File: src/rtl/alu_seq_param.sv
// -----------------------------------------------------------------------------
// alu_seq_param
//   Parametrised multi-cycle integer ALU with valid/ready handshakes on both
//   the command and the result side. ADD/SUB/AND/OR/XOR/SHL/SHR complete in
//   two cycles. MUL (optional, MUL_EN) is an iterative shift-add multiplier
//   that takes one step per cycle and completes in WIDTH+2 cycles. Results
//   and flags are held in registers from completion until the next completion.
//
// Parameters
//   WIDTH      operand/result width in bits (>= 4)
//   MUL_EN     1: MUL supported, 0: MUL reported as an illegal opcode
//
// Ports
//   clk        clock, all logic on the rising edge
//   reset      synchronous, active-high
//   in_valid   command present on op_code/num_1/num_2
//   in_ready   block can accept a command (high only while idle)
//   op_code    operation select (01 ADD .. 08 MUL, anything else illegal)
//   num_1      operand A
//   num_2      operand B / shift amount
//   result     result (low half for MUL)
//   result_hi  high half of the MUL product, 0 for every other op
//   flag_z     result (and result_hi) all zero, 0 on an illegal opcode
//   flag_c     ADD carry-out / SUB borrow
//   flag_v     ADD/SUB signed overflow
//   flag_err   illegal opcode
//   out_valid  result/flags valid, held until out_ready
//   out_ready  consumer accepts the result
// -----------------------------------------------------------------------------
module alu_seq_param #(
    parameter int WIDTH  = 8,
    parameter int MUL_EN = 1
) (
    input  logic             clk,
    input  logic             reset,
    input  logic             in_valid,
    output logic             in_ready,
    input  logic [7:0]       op_code,
    input  logic [WIDTH-1:0] num_1,
    input  logic [WIDTH-1:0] num_2,
    output logic [WIDTH-1:0] result,
    output logic [WIDTH-1:0] result_hi,
    output logic             flag_z,
    output logic             flag_c,
    output logic             flag_v,
    output logic             flag_err,
    output logic             out_valid,
    input  logic             out_ready
);

    localparam logic [7:0] OP_ADD = 8'h01;
    localparam logic [7:0] OP_SUB = 8'h02;
    localparam logic [7:0] OP_AND = 8'h03;
    localparam logic [7:0] OP_OR  = 8'h04;
    localparam logic [7:0] OP_XOR = 8'h05;
    localparam logic [7:0] OP_SHL = 8'h06;
    localparam logic [7:0] OP_SHR = 8'h07;
    localparam logic [7:0] OP_MUL = 8'h08;

    localparam bit MUL_OK = (MUL_EN != 0);

    // Step counter only has to reach WIDTH-1.
    localparam int              CNT_W    = $clog2(WIDTH);
    localparam logic [CNT_W-1:0] CNT_LAST = CNT_W'(WIDTH - 1);

    typedef enum logic [1:0] {
        S_IDLE,
        S_EXEC,
        S_MUL,
        S_DONE
    } state_e;

    state_e             state_q;
    logic [7:0]         op_q;
    logic [WIDTH-1:0]   a_q;
    logic [WIDTH-1:0]   b_q;
    logic [2*WIDTH-1:0] prod_q;
    logic [CNT_W-1:0]   cnt_q;

    logic [WIDTH-1:0]   result_q;
    logic [WIDTH-1:0]   result_hi_q;
    logic               flag_z_q;
    logic               flag_c_q;
    logic               flag_v_q;
    logic               flag_err_q;
    logic               out_valid_q;

    // Single-cycle ALU results computed from the captured command.
    logic [WIDTH:0]     sum_d;
    logic [WIDTH-1:0]   diff_d;
    logic [WIDTH-1:0]   alu_res_d;
    logic               alu_c_d;
    logic               alu_v_d;
    logic               alu_err_d;
    logic               alu_z_d;

    // One shift-add multiplier step.
    logic [WIDTH:0]     mul_sum_d;
    logic [2*WIDTH-1:0] prod_d;

    always_comb begin
        // NOTE: every signal gets a default before the case so no path can
        // leave it unassigned and infer a latch.
        sum_d     = {1'b0, a_q} + {1'b0, b_q};
        diff_d    = a_q - b_q;
        alu_res_d = '0;
        alu_c_d   = 1'b0;
        alu_v_d   = 1'b0;
        alu_err_d = 1'b0;

        case (op_q)
            OP_ADD: begin
                alu_res_d = sum_d[WIDTH-1:0];
                alu_c_d   = sum_d[WIDTH];
                // Same-sign operands producing an opposite-sign result.
                alu_v_d   = (a_q[WIDTH-1] == b_q[WIDTH-1]) &&
                            (sum_d[WIDTH-1] != a_q[WIDTH-1]);
            end
            OP_SUB: begin
                alu_res_d = diff_d;
                alu_c_d   = (a_q < b_q);
                // Different-sign operands with the result sign flipped from A.
                alu_v_d   = (a_q[WIDTH-1] != b_q[WIDTH-1]) &&
                            (diff_d[WIDTH-1] != a_q[WIDTH-1]);
            end
            OP_AND: alu_res_d = a_q & b_q;
            OP_OR:  alu_res_d = a_q | b_q;
            OP_XOR: alu_res_d = a_q ^ b_q;
            // Shifts by the full num_2 value; amounts >= WIDTH give zero.
            OP_SHL: alu_res_d = a_q << b_q;
            OP_SHR: alu_res_d = a_q >> b_q;
            // Reaches the ALU load only when the multiplier is disabled.
            OP_MUL: alu_err_d = !MUL_OK;
            default: alu_err_d = 1'b1;
        endcase

        alu_z_d = (alu_res_d == '0) && !alu_err_d;
    end

    // Right-shifting product register: the upper half accumulates the
    // multiplicand whenever the current multiplier LSB (prod_q[0]) is set.
    always_comb begin
        mul_sum_d = {1'b0, prod_q[2*WIDTH-1:WIDTH]} +
                    (prod_q[0] ? {1'b0, a_q} : {(WIDTH + 1){1'b0}});
        prod_d    = {mul_sum_d, prod_q[WIDTH-1:1]};
    end

    always_ff @(posedge clk) begin
        // NOTE: all sequential state uses non-blocking assignments so every
        // register samples pre-edge values regardless of statement order.
        if (reset) begin
            state_q     <= S_IDLE;
            op_q        <= '0;
            a_q         <= '0;
            b_q         <= '0;
            prod_q      <= '0;
            cnt_q       <= '0;
            result_q    <= '0;
            result_hi_q <= '0;
            flag_z_q    <= 1'b0;
            flag_c_q    <= 1'b0;
            flag_v_q    <= 1'b0;
            flag_err_q  <= 1'b0;
            out_valid_q <= 1'b0;
        end else begin
            case (state_q)
                S_IDLE: begin
                    if (in_valid) begin
                        op_q    <= op_code;
                        a_q     <= num_1;
                        b_q     <= num_2;
                        state_q <= S_EXEC;
                    end
                end

                S_EXEC: begin
                    if (MUL_OK && (op_q == OP_MUL)) begin
                        prod_q  <= {{WIDTH{1'b0}}, b_q};
                        cnt_q   <= '0;
                        state_q <= S_MUL;
                    end else begin
                        result_q    <= alu_res_d;
                        result_hi_q <= '0;
                        flag_z_q    <= alu_z_d;
                        flag_c_q    <= alu_c_d;
                        flag_v_q    <= alu_v_d;
                        flag_err_q  <= alu_err_d;
                        out_valid_q <= 1'b1;
                        state_q     <= S_DONE;
                    end
                end

                S_MUL: begin
                    prod_q <= prod_d;
                    cnt_q  <= cnt_q + 1'b1;
                    if (cnt_q == CNT_LAST) begin
                        result_q    <= prod_d[WIDTH-1:0];
                        result_hi_q <= prod_d[2*WIDTH-1:WIDTH];
                        flag_z_q    <= (prod_d == '0);
                        flag_c_q    <= 1'b0;
                        flag_v_q    <= 1'b0;
                        flag_err_q  <= 1'b0;
                        out_valid_q <= 1'b1;
                        state_q     <= S_DONE;
                    end
                end

                S_DONE: begin
                    if (out_ready) begin
                        out_valid_q <= 1'b0;
                        state_q     <= S_IDLE;
                    end
                end

                default: state_q <= S_IDLE;
            endcase
        end
    end

    assign in_ready  = (state_q == S_IDLE);
    assign result    = result_q;
    assign result_hi = result_hi_q;
    assign flag_z    = flag_z_q;
    assign flag_c    = flag_c_q;
    assign flag_v    = flag_v_q;
    assign flag_err  = flag_err_q;
    assign out_valid = out_valid_q;

endmodule

File: config.mk
export PLATFORM = sky130hd
export DESIGN_NAME = alu_seq_param
export DESIGN_NICKNAME = d
export VERILOG_FILES = /design/src/rtl/alu_seq_param.sv
export SDC_FILE = /design/constraint.sdc
export NUM_CORES = 1
export LEC_CHECK = 0
export ABC_AREA = 1
export BUFFER_PORTS_ARGS = -buffer_cell sky130_fd_sc_hd__buf_2
export CAP_MARGIN = 20
export CORE_AREA = 2 2 98 100
export CTS_CLUSTER_DIAMETER = 100
export DETAILED_ROUTE_END_ITERATION = 10
export DIE_AREA = 0 0 100 102
export PLACE_DENSITY = 0.7
export SETUP_SLACK_MARGIN = 0.4
export SLEW_MARGIN = 20
export SYNTH_ARGS = -nofsm -noshare
export SYNTH_HDL_FRONTEND = slang
export SYNTH_SLANG_ARGS = --single-unit
File: constraint.sdc
create_clock -name clk -period 6.66 [get_ports clk]
set_clock_uncertainty 0.1 [all_clocks]
set_input_delay 0.999 -clock clk [delete_from_list [all_inputs] [get_ports clk]]
set_output_delay 0.999 -clock clk [all_outputs]
set_load 0.02 [all_outputs]
---- After elaboration in Yosys (flattened, before gate mapping) ----
Cells that the tools add are included.
storage, ports and cells
  bits in registers ....................... 66
  bits of input ports ..................... 28
operators by class
  add/sub/neg operators ................... 4
  order comparisons ....................... 1
  equal/unequal tests ..................... 21
  shifts and indexed selects .............. 2
  mux-type cells .......................... 34
  bitwise logic cells ..................... 3
  reduce and logical (&&, ||, !) cells .... 14
operators by type and width
  operator              count
  $pmux W8 S7           1
  $mux W8               5
  $eq A8 B3 Y1 const B  4
  $pmux W16 S2          1
  $pmux W8 S2           2
  $add A8 B8 Y9         2
  $eq A8 B2 Y1 const B  2
  $logic_not A16 Y1     1
  $mux W16              1
  $pmux W1 S2           6
  $mux W1               11
  $ne A2 B2 Y1 const B  5
  $and A8 B8 Y8         1
  $eq A8 B1 Y1 const B  1
  $eq A8 B4 Y1 const B  1
  $logic_not A8 Y1      1
  $lt A8 B8 Y1          1
  $or A8 B8 Y8          1
  $pmux W2 S4           1
  $reduce_or A8 Y1      1
  $shl A8 B8 Y8         1
  $shr A8 B8 Y8         1
  $sub A8 B8 Y8         1
  $xor A8 B8 Y8         1
  other kinds (17)      26

---- Longest topological paths before layout ----
  word-level depth ........................ 6
  mapped depth ............................ 19
  depth with buffers taken out ............ 17

---- Least setup slack after synthesis ----
Ideal clock, no wire load.
  path kind ............................... register to register
  start point ............................. register b_q[2]
  end point ............................... register flag_z_q (netlist: flag_z)
  arrival time ............................ 2.125 ns
  required time ........................... 6.490 ns
  slack ................................... 4.365 ns
  cell stages (with the launch flop) ...... 20
  period minus slack after synthesis ...... 2.295 ns
  cells stage by stage .................... dfxtp_1 -> buf_2 -> clkinv_1 -> ha_1 -> buf_2 -> nor2_1 -> nand2_1 -> nand2_1 -> nand2_1 -> nand2_1 -> nand2_1 -> nand2_1 -> nor2_1 -> nor2_1 -> nand2_1 -> nor2_1 -> nand2_1 -> nor2_1 -> nand2_1 -> a21oi_1
between the ends
  word-level cells in the longest chain between the ends .. 6
RTL lines
  what                                         RTL line  source
  start, declared                              76        logic [WIDTH-1:0] b_q;
  start signal, assigned                       171       b_q <= num_2;
  $sub A8 B8 Y8, or another cell as far along  105       diff_d = a_q - b_q;
  $pmux W8 S7 *                                111       case (op_q)
  $logic_not A8 Y1 *                           137       alu_z_d = (alu_res_d == '0) && !alu_err_d;
  $logic_and A1 B1 Y1 *                        137
  $mux W1 *                                    177       if (MUL_OK && (op_q == OP_MUL)) begin
  $pmux W1 S2 *                                166       case (state_q)
  end signal, assigned                         184       flag_z_q <= alu_z_d;
  end signal, assigned                         199       flag_z_q <= (prod_d == '0);
  end, declared                                82        logic flag_z_q;
Mark *: on every way between the ends. The rest lies on a longest branch, timed or not. The select of a mux whose other input is x is not followed.
A chain may end at the register's enable or synchronous reset.

---- Worst setup path in the final report ----
  start point ............................. register state_q[0]
  end point ............................... register result_hi_q[5] (netlist: result_hi[5])
between the ends
  word-level cells in the longest chain between the ends .. 3
RTL lines
  what                                                                 RTL line  source
  start, declared                                                      73        state_e state_q;
  start signal, assigned                                               152       state_q <= S_IDLE;
  start signal, assigned                                               172       state_q <= S_EXEC;
  start signal, assigned                                               180       state_q <= S_MUL;
  $eq A2 B1 Y1 / $eq A2 B2 Y1 (equally long branches)                  166
  $ne A2 B2 Y1 (no line) / $reduce_bool A2 Y1 (equally long branches)  n/a
  $reduce_and A3 Y1 (no line)                                          n/a
  end signal, assigned                                                 198       result_hi_q <= prod_d[2*WIDTH-1:WIDTH];
  end, declared                                                        81        logic [WIDTH-1:0] result_hi_q;
Parallel ways exist; a longest one is shown, timed or not.

==> flow_summary.toml <==
[grt]
antenna_found_initial = 0
grt-ovfl-total = 0
grt_pass1_wl_um = 23900
grt_pass1_vias = 4897
grt_usage_pct = 30.1
grt_max_degree = 49

[synth]
yosys.area.top_type_share_pct = 26.8
syn_area_um2 = 4930
avgSynthCellArea_um2 = 6.34
ys.flop_type = "dfxtp_1"
synth-edff-count = 0
synth_top_area_cell = "dfxtp_1"
syn-num-nets = 846
yosysUniqueCellTypes = 39
synth.area.top_cells = "dfxtp_1 27%, nand2_1 16%, ha_1 9.7%"
synthArstFlopShare_pct = 0
seq_area_frac_synth_pct = 26.8
ys_seq_elements = 66
yosysMostFrequentCell = "nand2_1"
synth_common_cells = "212 x nand2_1, 82 x inv_1, 75 x a21oi_1"
yosysWarnings = 0
syn_inst = 777

[route]
avgRoutedWirePerCell_um = 15.9
vias = 5174
wirelength_um = 14700
drt_first_pass_iters = 6
viasPerCell = 5.61
ant_nets = 0
drt_iter0_drc = 352
drc = 0

[clocking]
clk_latency_ns = 0.35
ctsHoldBuffers = 0
cts_inserted_buffers = 9
cts_setup_buffers = 0
clock-sinks = 66
htreeDepth = 3
ctsRootBufferMaster = "clkbuf_8"
cts_tree = "done"
clk_path_buf_depth = 2
clk_pin_slew_ns = 0.08
cts_resized = 0

[sta]
fin_tns_setup_ns = 0
rsz0062_at_grt = "no"
setup_ws_ns = 3.54
finalSetupViolations = 0
fin_crit_ns = 3.12
final_hold_viol_count = 0
worst_pin_slew_ns = 0.657
period_share_pct = 46.9
fmax_mhz = 320
slew_violations = 0
maxSlewHeadroom_pct = 56.1

[setup_path]
critPathMaxFanout = 27
cp_common_cell = "inv_1"
crit_family = "buffers and inverters"
cp_slowest_stage_delay_ns = 0.52
cp.arrival_ns = 3.27
cp_num_buf_inv = 4
path_cells = "inv_1 -> ha_1 -> inv_1 -> nand2_1 -> nand3_1 -> inv_2 -> o21ai_0 -> o211ai_1 -> inv_1"
cp-start-kind = "register"
critical_path.slowest_cell = "ha_1"
required_ns = 6.81
cp-end-kind = "register"
crit_type = "register to register"

[floorplanning]
row_count = 35
initial_core_util_pct = 54.1
coreArea_um2 = 9110
fp.dieW_um = 100
dieArea_um2 = 10200
die_h_um = 102
io_pins = 50

[final_layout]
drive_above_1_share_pct = 11.9
syn_to_final_growth_pct = 9.17
final_util_pct = 59.0
final_nets = 876
diodes = 0

[power_and_ir_drop]
ir_drop_mv = 0.275
p_leak_uw = 0.00264
design_power_total_uw = 2000
pwr_density_cell_nw_per_um2 = 371

[placement]
gp_congestion = 1.02
post-place-ws_ns = 3.58
dpl.hpwl_um = 11300
port_buffers = 49

[job]
cap_violations = 0

[outcome]
status = "finished, final reports clean"

[worst_hold_path]
hold_class = "register to register"
## sequential cells by signal (all words and copies together), names as in the netlist
| register | cells |
|---|---|
| b_q | 8 |
| cnt_q | 3 |
| result_hi | 8 |
| result | 8 |
| flag_c | 1 |
| flag_z | 1 |
| flag_v | 1 |
| out_valid | 1 |
| state_q | 2 |
| a_q | 8 |
| flag_err | 1 |
| prod_q | 16 |
| op_q | 8 |
## layer usage
metal  GRT usage, %  share of wire, %  up-vias  wire length, µm
met3           3.63               6.4       33              941
met2           49.8                47      189             6840
met1           39.8                44     2369             6520
met4           13.1               2.7        0              403
met5              0                 0        -                0
li1               -                 -     2583                -
## final timing paths
| check | start | endpoint | slack, ns | depth (start not counted) |
|---|---|---|---|---|
| setup reg to reg | state_q[0] | result_hi[5] | 3.54 | 9 |
| setup / recovery | state_q[0] | result_hi[5] | 3.54 | 9 |
| hold reg to reg | result_hi[6] | result_hi[6] | 0.37 | 2 |
| hold / removal | result_hi[6] | result_hi[6] | 0.37 | 2 |
## area by class of cell
cell class / instances / area (µm²)
multi-input combinational: 587 / 3120
clock inverter: 7 / 76.3
clock buffer: 9 / 124
sequential: 66 / 1320
fill: 974 / 3730
timing repair buffer: 50 / 253
tap: 111 / 139
inverter: 93 / 349
## metrics by stage
stage / hold WS, ns / cells / cell area, µm²
global placement: 0.355 / 907 / 5180
floorplan: 0.329 / 777 / 4930
detailed placement: 0.354 / 907 / 5180
CTS: 0.367 / 923 / 5380
finish: 0.369 / 923 / 5380
global route: 0.383 / 923 / 5380
## placed cells by master (no fill, tap or decap), types with 3 or more instances in the layout
| cell type | n |
|---|---|
| o211ai_1 | 6 |
| buf_2 | 49 |
| dfxtp_1 | 66 |
| inv_1 | 81 |
| xor2_1 | 4 |
| clkbuf_8 | 9 |
| nor3_1 | 3 |
| fa_1 | 3 |
| nor2_4 | 4 |
| nor2_1 | 67 |
| and2_1 | 3 |
| xnor2_1 | 3 |
| ha_1 | 38 |
| o21ai_0 | 59 |
| inv_2 | 10 |
| a31oi_1 | 15 |
| nand2_2 | 4 |
| nor2_2 | 4 |
| nand3_1 | 54 |
| a21oi_1 | 75 |
| nand2_1 | 212 |
| nand4_1 | 12 |
## cells by family (layout without fill, tap and decap cells)
| family | Yosys count | in the layout | synth area share, % |
|---|---|---|---|
| fa+ha+maj | 41 | 41 | 10.9 |
| xor+xnor | 7 | 7 | 1.24 |
| buf+inv | 124 | 159 | 9.93 |
| simple gates | 373 | 373 | 33.0 |
| flops | 66 | 66 | 26.8 |
| compound gates | 166 | 166 | 18.1 |
## tightest hold or removal path, delay by kind of cell (launching register included)
family | cells | cell delay (ns)
AO/OA/AOI/OAI | 1 | 0.06
flip-flops | 1 | 0.31
AND/OR/NAND/NOR | 1 | 0.06
## power breakdown
| group | switching [µW] | total, µW | internal, µW |
|---|---|---|---|
| clock | 170 | 345 | 175 |
| combinational | 718 | 1030 | 310 |
| sequential | 124 | 623 | 500 |
| total | 1010 | 2000 | 985 |
No activity file was read; power rests on OpenSTA's default activity.
